$ cat src/rtl/sio_l2b_rdrsp_asm.sv
// Per-bank L2B read-response assembler: captures 17-beat responses into an
// NBUF-entry store-and-forward buffer and replays them with valid/ready.
module sio_l2b_rdrsp_asm #(
    parameter int unsigned NBUF  = 2,
    parameter int unsigned NBEAT = 17
) (
    input  logic        iol2clk,
    input  logic        rst_l,
    input  logic        l2b_sio_ctag_vld,
    input  logic [31:0] l2b_sio_data,
    input  logic [1:0]  l2b_sio_parity,
    input  logic        l2b_sio_ue_err,
    output logic        rsp_vld,
    input  logic        rsp_rdy,
    output logic [31:0] rsp_data,
    output logic        rsp_sop,
    output logic        rsp_eop,
    output logic [15:0] rsp_ctag,
    output logic        rsp_pe,
    output logic        rsp_ue,
    output logic        sio_l2b_cred,
    output logic        ovf_err,
    output logic        proto_err
);

    localparam int unsigned PW = (NBUF > 2) ? 2 : 1;
    localparam int unsigned CW = 5;
    localparam int unsigned DW = 32;
    localparam logic [CW-1:0] LAST_BEAT = CW'(NBEAT - 1);

    typedef enum logic [1:0] {
        ST_IDLE = 2'd0,
        ST_CAPT = 2'd1,
        ST_DROP = 2'd2
    } cap_state_e;

    cap_state_e        state_q, state_d;
    logic [CW-1:0]     bcnt_q, bcnt_d;
    logic [PW-1:0]     wp_q, wp_d, rp_q, rp_d;
    logic [NBUF-1:0]   full_q, full_d, epe_q, epe_d, eue_q, eue_d;
    logic              pe_acc_q, pe_acc_d, ue_acc_q, ue_acc_d;
    logic              ovf_q, ovf_d, proto_q, proto_d;
    logic [CW-1:0]     dcnt_q, dcnt_d;
    logic              vld_q, vld_d, sop_q, sop_d, eop_q, eop_d;
    logic [DW-1:0]     data_q, data_d;
    logic [15:0]       ctag_q, ctag_d;
    logic              pe_q, pe_d, ue_q, ue_d, cred_q, cred_d;

    logic [DW-1:0]     mem_q [NBUF][NBEAT];
    logic              mem_we;
    logic [CW-1:0]     widx;
    logic              beat_pe, cap_done, ld;
    logic [PW-1:0]     ld_e;

    assign beat_pe = (^l2b_sio_data[31:16] ^ l2b_sio_parity[1]) |
                     (^l2b_sio_data[15:0]  ^ l2b_sio_parity[0]);
    assign widx    = (state_q == ST_IDLE) ? '0 : bcnt_q;

    // Packet storage; no reset needed, entries are qualified by full_q.
    always_ff @(posedge iol2clk) begin
        if (mem_we) begin
            mem_q[wp_q][widx] <= l2b_sio_data;
        end
    end

    always_comb begin
        state_d  = state_q;
        bcnt_d   = bcnt_q;
        wp_d     = wp_q;
        rp_d     = rp_q;
        full_d   = full_q;
        epe_d    = epe_q;
        eue_d    = eue_q;
        pe_acc_d = pe_acc_q;
        ue_acc_d = ue_acc_q;
        ovf_d    = ovf_q;
        proto_d  = proto_q;
        dcnt_d   = dcnt_q;
        vld_d    = vld_q;
        sop_d    = sop_q;
        eop_d    = eop_q;
        data_d   = data_q;
        ctag_d   = ctag_q;
        pe_d     = pe_q;
        ue_d     = ue_q;
        cred_d   = 1'b0;
        mem_we   = 1'b0;
        cap_done = 1'b0;
        ld       = 1'b0;
        ld_e     = rp_q;

        // Capture side
        case (state_q)
            ST_IDLE: begin
                if (l2b_sio_ctag_vld) begin
                    bcnt_d = CW'(1);
                    if (full_q[wp_q]) begin
                        ovf_d   = 1'b1;
                        state_d = ST_DROP;
                    end else begin
                        mem_we   = 1'b1;
                        pe_acc_d = beat_pe;
                        ue_acc_d = l2b_sio_ue_err;
                        state_d  = ST_CAPT;
                    end
                end
            end
            ST_CAPT: begin
                mem_we   = 1'b1;
                pe_acc_d = pe_acc_q | beat_pe;
                ue_acc_d = ue_acc_q | l2b_sio_ue_err;
                if (l2b_sio_ctag_vld) proto_d = 1'b1;
                if (bcnt_q == LAST_BEAT) begin
                    cap_done     = 1'b1;
                    full_d[wp_q] = 1'b1;
                    epe_d[wp_q]  = pe_acc_d;
                    eue_d[wp_q]  = ue_acc_d;
                    wp_d         = wp_q + PW'(1);
                    state_d      = ST_IDLE;
                end else begin
                    bcnt_d = bcnt_q + CW'(1);
                end
            end
            ST_DROP: begin
                if (l2b_sio_ctag_vld) proto_d = 1'b1;
                if (bcnt_q == LAST_BEAT) state_d = ST_IDLE;
                else                     bcnt_d  = bcnt_q + CW'(1);
            end
            default: state_d = ST_IDLE;
        endcase

        // Drain side; an entry completing this cycle is forwarded without a bubble
        if (!vld_q) begin
            ld = full_q[rp_q] | (cap_done && (wp_q == rp_q));
        end else if (rsp_rdy) begin
            if (dcnt_q == LAST_BEAT) begin
                full_d[rp_q] = 1'b0;
                rp_d         = rp_q + PW'(1);
                cred_d       = 1'b1;
                ld_e         = rp_q + PW'(1);
                ld           = full_q[ld_e] | (cap_done && (wp_q == ld_e));
                vld_d        = 1'b0;
            end else begin
                dcnt_d = dcnt_q + CW'(1);
                data_d = mem_q[rp_q][dcnt_d];
                sop_d  = 1'b0;
                eop_d  = (dcnt_d == LAST_BEAT);
            end
        end

        if (ld) begin
            vld_d  = 1'b1;
            dcnt_d = '0;
            data_d = mem_q[ld_e][0];
            ctag_d = mem_q[ld_e][0][15:0];
            sop_d  = 1'b1;
            eop_d  = 1'b0;
            pe_d   = epe_d[ld_e];
            ue_d   = eue_d[ld_e];
        end
    end

    always_ff @(posedge iol2clk or negedge rst_l) begin
        if (!rst_l) begin
            state_q  <= ST_IDLE;
            bcnt_q   <= '0;
            wp_q     <= '0;
            rp_q     <= '0;
            full_q   <= '0;
            epe_q    <= '0;
            eue_q    <= '0;
            pe_acc_q <= 1'b0;
            ue_acc_q <= 1'b0;
            ovf_q    <= 1'b0;
            proto_q  <= 1'b0;
            dcnt_q   <= '0;
            vld_q    <= 1'b0;
            sop_q    <= 1'b0;
            eop_q    <= 1'b0;
            data_q   <= '0;
            ctag_q   <= '0;
            pe_q     <= 1'b0;
            ue_q     <= 1'b0;
            cred_q   <= 1'b0;
        end else begin
            state_q  <= state_d;
            bcnt_q   <= bcnt_d;
            wp_q     <= wp_d;
            rp_q     <= rp_d;
            full_q   <= full_d;
            epe_q    <= epe_d;
            eue_q    <= eue_d;
            pe_acc_q <= pe_acc_d;
            ue_acc_q <= ue_acc_d;
            ovf_q    <= ovf_d;
            proto_q  <= proto_d;
            dcnt_q   <= dcnt_d;
            vld_q    <= vld_d;
            sop_q    <= sop_d;
            eop_q    <= eop_d;
            data_q   <= data_d;
            ctag_q   <= ctag_d;
            pe_q     <= pe_d;
            ue_q     <= ue_d;
            cred_q   <= cred_d;
        end
    end

    assign rsp_vld      = vld_q;
    assign rsp_data     = data_q;
    assign rsp_sop      = sop_q;
    assign rsp_eop      = eop_q;
    assign rsp_ctag     = ctag_q;
    assign rsp_pe       = pe_q;
    assign rsp_ue       = ue_q;
    assign sio_l2b_cred = cred_q;
    assign ovf_err      = ovf_q;
    assign proto_err    = proto_q;

endmodule

$ cat config.mk
export PLATFORM = sky130hd
export DESIGN_NAME = sio_l2b_rdrsp_asm
export DESIGN_NICKNAME = d
export VERILOG_FILES = /design/src/rtl/sio_l2b_rdrsp_asm.sv
export SDC_FILE = /design/constraint.sdc
export NUM_CORES = 1
export LEC_CHECK = 0
export CORE_MARGIN = 2
export CORE_UTILIZATION = 45
export CTS_CLUSTER_SIZE = 14
export DETAILED_ROUTE_END_ITERATION = 8
export DONT_BUFFER_PORTS = 1
export SLEW_MARGIN = 20
export SYNTH_ARGS = -nofsm -noshare
export SYNTH_HDL_FRONTEND = slang
export SYNTH_SLANG_ARGS = --single-unit
$ cat constraint.sdc
create_clock -name iol2clk -period 4.53 [get_ports iol2clk]
set_clock_uncertainty 0.05 [all_clocks]
set_input_delay 0.453 -clock iol2clk [delete_from_list [all_inputs] [get_ports iol2clk]]
set_output_delay 0.453 -clock iol2clk [all_outputs]
set_load 0.1 [all_outputs]
# Yosys cells after proc, flatten, opt, wreduce, memory -nomap -nowiden
# Memory sizes are Yosys's and may differ from the RTL's.
# Cells that the tools add are included.
classes:
  n_mux: 80
  n_reduce_logical: 20
  order_cmp: 9
  n_addsub: 4
  n_eq_ne: 12
  n_bitwise: 12
ops:
  columns: ["op", "count"]
  rows:
  - ["$mux W544", 1]
  - ["$mux W32", 7]
  - ["$bmux W32 S5", 1]
  - ["$demux W32 S5", 1]
  - ["$mux W1", 42]
  - ["$mux W5", 7]
  - ["$reduce_xor A16 Y1", 2]
  - ["$mux W2", 12]
  - ["$eq A5 B5 Y1 const B", 3]
  - ["$ge A6 B6 Y1 const B", 2]
  - ["$not A5 Y6", 2]
  - ["$reduce_and A3 Y1", 4]
  - ["$add A5 B1 Y5 const B", 2]
  - ["$pmux W5 S2", 1]
  - ["$lt A1 B2 Y1 const B", 4]
  - ["$ne A2 B2 Y1 const B", 4]
  - ["$reduce_bool A2 Y1", 4]
  - ["$lt A6 B1 Y1 const B", 1]
  - ["$pmux W1 S2", 3]
  - ["$reduce_and A2 Y1", 3]
  - ["$logic_and A1 B1 Y1", 5]
  - ["$or A1 B1 Y1", 5]
  - ["$bwmux W2", 2]
  - ["$pmux W2 S2", 1]
  - ["13 further kinds", 18]
word_totals:
  mem_bits_rw: 1088
  elab_cells: 158
  ff_bits: 78
  memories: 1
  in_bits: 39
mem_list:
  columns: ["memory", "depth", "word_bits", "read_ports", "rd_clocked_by_memory_dff", "wr", "line_no", "rtl"]
  rows:
  - ["mem_q", 2, 544, 2, 0, 1, "49", "logic [DW-1:0] mem_q [NBUF][NBEAT];"]

# Depth between registers and ports, before layout
logic_depth:
  ltp_word: 11
  mapped_depth: 15
  ltp_nobuf: 9

# Worst setup path after synthesis
# OpenSTA, ideal clock, no wires.
synth_timing:
  kind: "register -> register"
  start: "register dcnt_q[0]"
  end: "register data_q[11], in the netlist rsp_data[11]"
  t_arrival_ns: 3.199
  stages_incl_launch_ff: 15
  setup_time_ns: 0.122
  slack_ns: 1.160
  synth_period_minus_slack_ns: 3.370
  n_path_buf: 6
  path_cell_list: "dfrtp_1 > buf_2 > buf_2 > buf_2 > buf_1 > inv_1 > ha_1 > inv_1 > clkbuf_1 > buf_1 > mux2i_1 > o22ai_1 > o21ai_0 > o211ai_1 > a22o_1"
synth_between:
  elab_chain_cells: 9
  word_cells_on_any_way: 21
synth_rtl:
  columns: ["element", "line_no", "rtl"]
  rows:
  - ["from (decl)", "43", "logic [CW-1:0] dcnt_q, dcnt_d;"]
  - ["from (signal assigned)", "197", "dcnt_q <= dcnt_d;"]
  - ["$add A5 B1 Y5", "144", "dcnt_d = dcnt_q + CW'(1);"]
  - ["$not A5 Y6 (not written as such)", "145", "data_d = mem_q[rp_q][dcnt_d];"]
  - ["$bmux W32 S5", "145", null]
  - ["$mux W32 (not written as such) (2 in a row)", "145", null]
  - ["$mux W32", "136", "if (dcnt_q == LAST_BEAT) begin"]
  - ["$mux W32", "135", "end else if (rsp_rdy) begin"]
  - ["$mux W32", "133", "if (!vld_q) begin"]
  - ["$mux W32", "151", "if (ld) begin"]
  - ["to (signal assigned)", "201", "data_q <= data_d;"]
  - ["to (decl)", "45", "logic [DW-1:0] data_q, data_d;"]
# Several ways; a longest one is shown, not always the timed one. The select of a mux whose other input is x is not followed.
# A chain may end at the register's enable or synchronous reset.

# Worst setup path after layout
layout_timing:
  start: "register dcnt_q[0]"
  end: "register data_q[25], in the netlist rsp_data[25]"
# The elaborated chain is that of the path after synthesis.

==> results.toml <==
[timing]
slew_headroom_pct = 24.9
hold_violations = 0
worst_pin_slew_ns = 1.13
finalSetupTns_ns = 0
finalCriticalPeriod_ns = 3.88
fmax_mhz = 258
slew_viol_final = 0
finalCritPeriodShare_pct = 85.6
rsz0062_at_grt = "false"
setup_viol = 0

[job]
max-cap-violations = 0

[critical_path]
r2r_slack_ns = 0.65
critPathKind = "reg -> reg"
critPathLaunchType = "register"
crit_fanout = 17
end_kind = "register"
crit_family = "compound AO/OA/AOI/OAI gates"
path_buf_inv = 3
cp_cell_sequence = "inv_1 > ha_1 > inv_4 > nor2_2 > buf_4 > a22oi_1 > a21oi_1 > o21ai_0 > o211ai_1 > a22o_1"
arrival_ns = 4.45
critPathSlowestCell = "a21oi_1"
cp_data_required_time_ns = 5.10
cpPeakStageDelay_ns = 0.69

[clock_tree]
cts_num_sinks = 1166
postCtsSetupRepairBufs = 0
clk_latency_ns = 0.69
path_clk_slew_ns = 0.06
htreeDepth = 3
cts_tree = "done"
cts_max_path_buffers = 3
cts_root_buf = "clkbuf_16"
numCtsBuffers = 114

[logic_synthesis]
seq_area_frac_synth_pct = 75.8
syn_area_sq_mm = 0.0457
syn_nets = 2304
async_flop_share_pct = 6.69
syn_area_per_cell_sq_um = 20.2
synth_edf_count = 1088
synthCells = 2258
ys_warn_count = 0
synth-seq-cells = 1166
ys.flop_type = "edfxtp_1"
ys_types = 57

[floorplan]
initial_core_util_pct = 45.5
row_count = 116
die_area_sq_mm = 0.104
coreArea_sq_mm = 0.100
die_w_um = 323
io_pins = 95
die_h_um = 323

[power]
p_int_mw = 21.6
power.leakage_nw = 16.8
p_clk_share_pct = 30.0
power.switching_mw = 11.2
comb_power_share_pct = 26.5
netSwitchingFraction_pct = 34.0
max-vdd-ir-drop_uv = 703
power_frac_seq_pct = 43.4
power_density_mw_per_mm2 = 621

[place]
place_congestion = 0.828
place_inst = 3566
io_buffers = 0
dp_hpwl_mm = 66.6

[global_route]
grt_max_degree = 152
grtUsageTotal_pct = 23.2
antenna_found_initial = 5
grt_pass1_vias = 23800
grt.overflow.total = 0
grt_pass1_wl_mm = 171

[cells_and_area]
area_delta_synth_final_pct = 15.6
finish.net_count = 2433
final_common_cell = "edfxtp_1"
fin_cells = 3845
fin_util_pct = 52.6
layout-drive-gt1-share_pct = 24.5
area.sequential_sq_mm = 0.0346
multi_input_area_sq_mm = 0.0107
layout_common_cells = "edfxtp_1 (1,088), mux4_2 (242), mux2i_1 (135), clkbuf_16 (115), dfrtp_1 (76)"
nFillCells = 7747

[route]
vias = 23200
drc_errors = 0
dr.pass1.iters = 7
antenna_left = 0
routed_wl_mm = 119
vias_per_cell = 6.02
wl_per_cell_um = 30.9
drt_iter0_drc = 2706

[hold_path]
hold_class = "in -> reg"

[outcome]
status = "finished, final reports clean"
## state kept, by name, summed over array words and instances (netlist names), 5 cells and up
name	flops
bcnt_q	5
rsp_ctag	16
dcnt_q	5
mem_q	1088
rsp_data	32
## metrics by stage
step / power [mW] / area [sq um] / setup slack, ns / hold WS [ns]
2_1_floorplan: 20.1 / 45700 / 1.16 / 0.107
3_3_place_gp: 22.8 / 47900 / 0.741 / 0.114
3_5_place_dp: 22.9 / 47900 / 0.784 / 0.113
4_1_cts: 33.0 / 52800 / 0.696 / 0.00134
5_1_grt: 33.9 / 52800 / 0.579 / 0.0187
6_report: 32.8 / 52800 / 0.650 / 0.0261
## power by group through the flow
stage / combinational, mW / sequential [mW] / clock [mW]
finish: 8.70 / 14.2 / 9.85
global route: 9.25 / 14.3 / 10.4
CTS: 8.74 / 14.3 / 10.0
detailed placement: 8.43 / 14.5 / 0
global placement: 8.36 / 14.5 / 0
floorplan: 5.95 / 14.2 / 0
## synth_stat cells (all sizes together), types with 10 or more instances
master	number	share of area, %
mux2	18	0.44
edfxtp	1088	72
xor2	10	0.19
a22o	32	0.61
dfrtp	78	4.3
inv	13	0.11
clkbuf	72	0.59
a21oi	65	0.71
buf	59	0.71
a31oi	11	0.15
o211ai	32	0.53
mux2i	135	3.0
o21ai	54	0.60
and3	11	0.15
nand2	62	0.51
mux4	242	12
xnor2	29	0.56
a22oi	54	0.89
o22ai	34	0.47
nor2	81	0.67
## worst paths after layout
kind                                   from             to  cells past startpoint
max                               dcnt_q[0]   rsp_data[25]                     10
min                        l2b_sio_data[22]  mem_q[0][214]                      1
max reg2reg                       dcnt_q[0]   rsp_data[25]                     10
min reg2reg                        epe_q[0]       epe_q[0]                      2
max in group asynchronous             rst_l    rsp_data[4]                      2
min in group asynchronous             rst_l       epe_q[1]                      2
## layout make-up
cell class	instances	share of cell area, %
clock buffer	161	6.14
inverter	13	0.0972
multi-input combinational	948	20.4
timing repair buffer	144	3.23
antenna	3	0.0142
tap	1357	3.22
clock inverter	53	1.33
sequential	1166	65.6
## cells by family after synthesis
kind of cell	count (synthesis)	synth area share, %
flops	1166	75.8
compound gates	312	4.50
mux	395	15.3
simple gates	193	1.89
buf+inv	144	1.41
xor+xnor	41	0.847
fa+ha+maj	7	0.192
## per-layer routing
layer	wire, um	GRT usage [%]
met1	48200	31.3
met2	59200	38.8
met3	7850	3.99
met4	3420	6.80
met5	50	0
## timing repair
| item | CTS | global route |
|---|---|---|
| hold buffers | 62 | 0 |
| setup endpoints to repair | 0 | 0 |
| resized for setup | 0 | 0 |
| endpoints found under the hold margin | 1173 | 0 |
No activity file was read; power rests on OpenSTA's default activity.
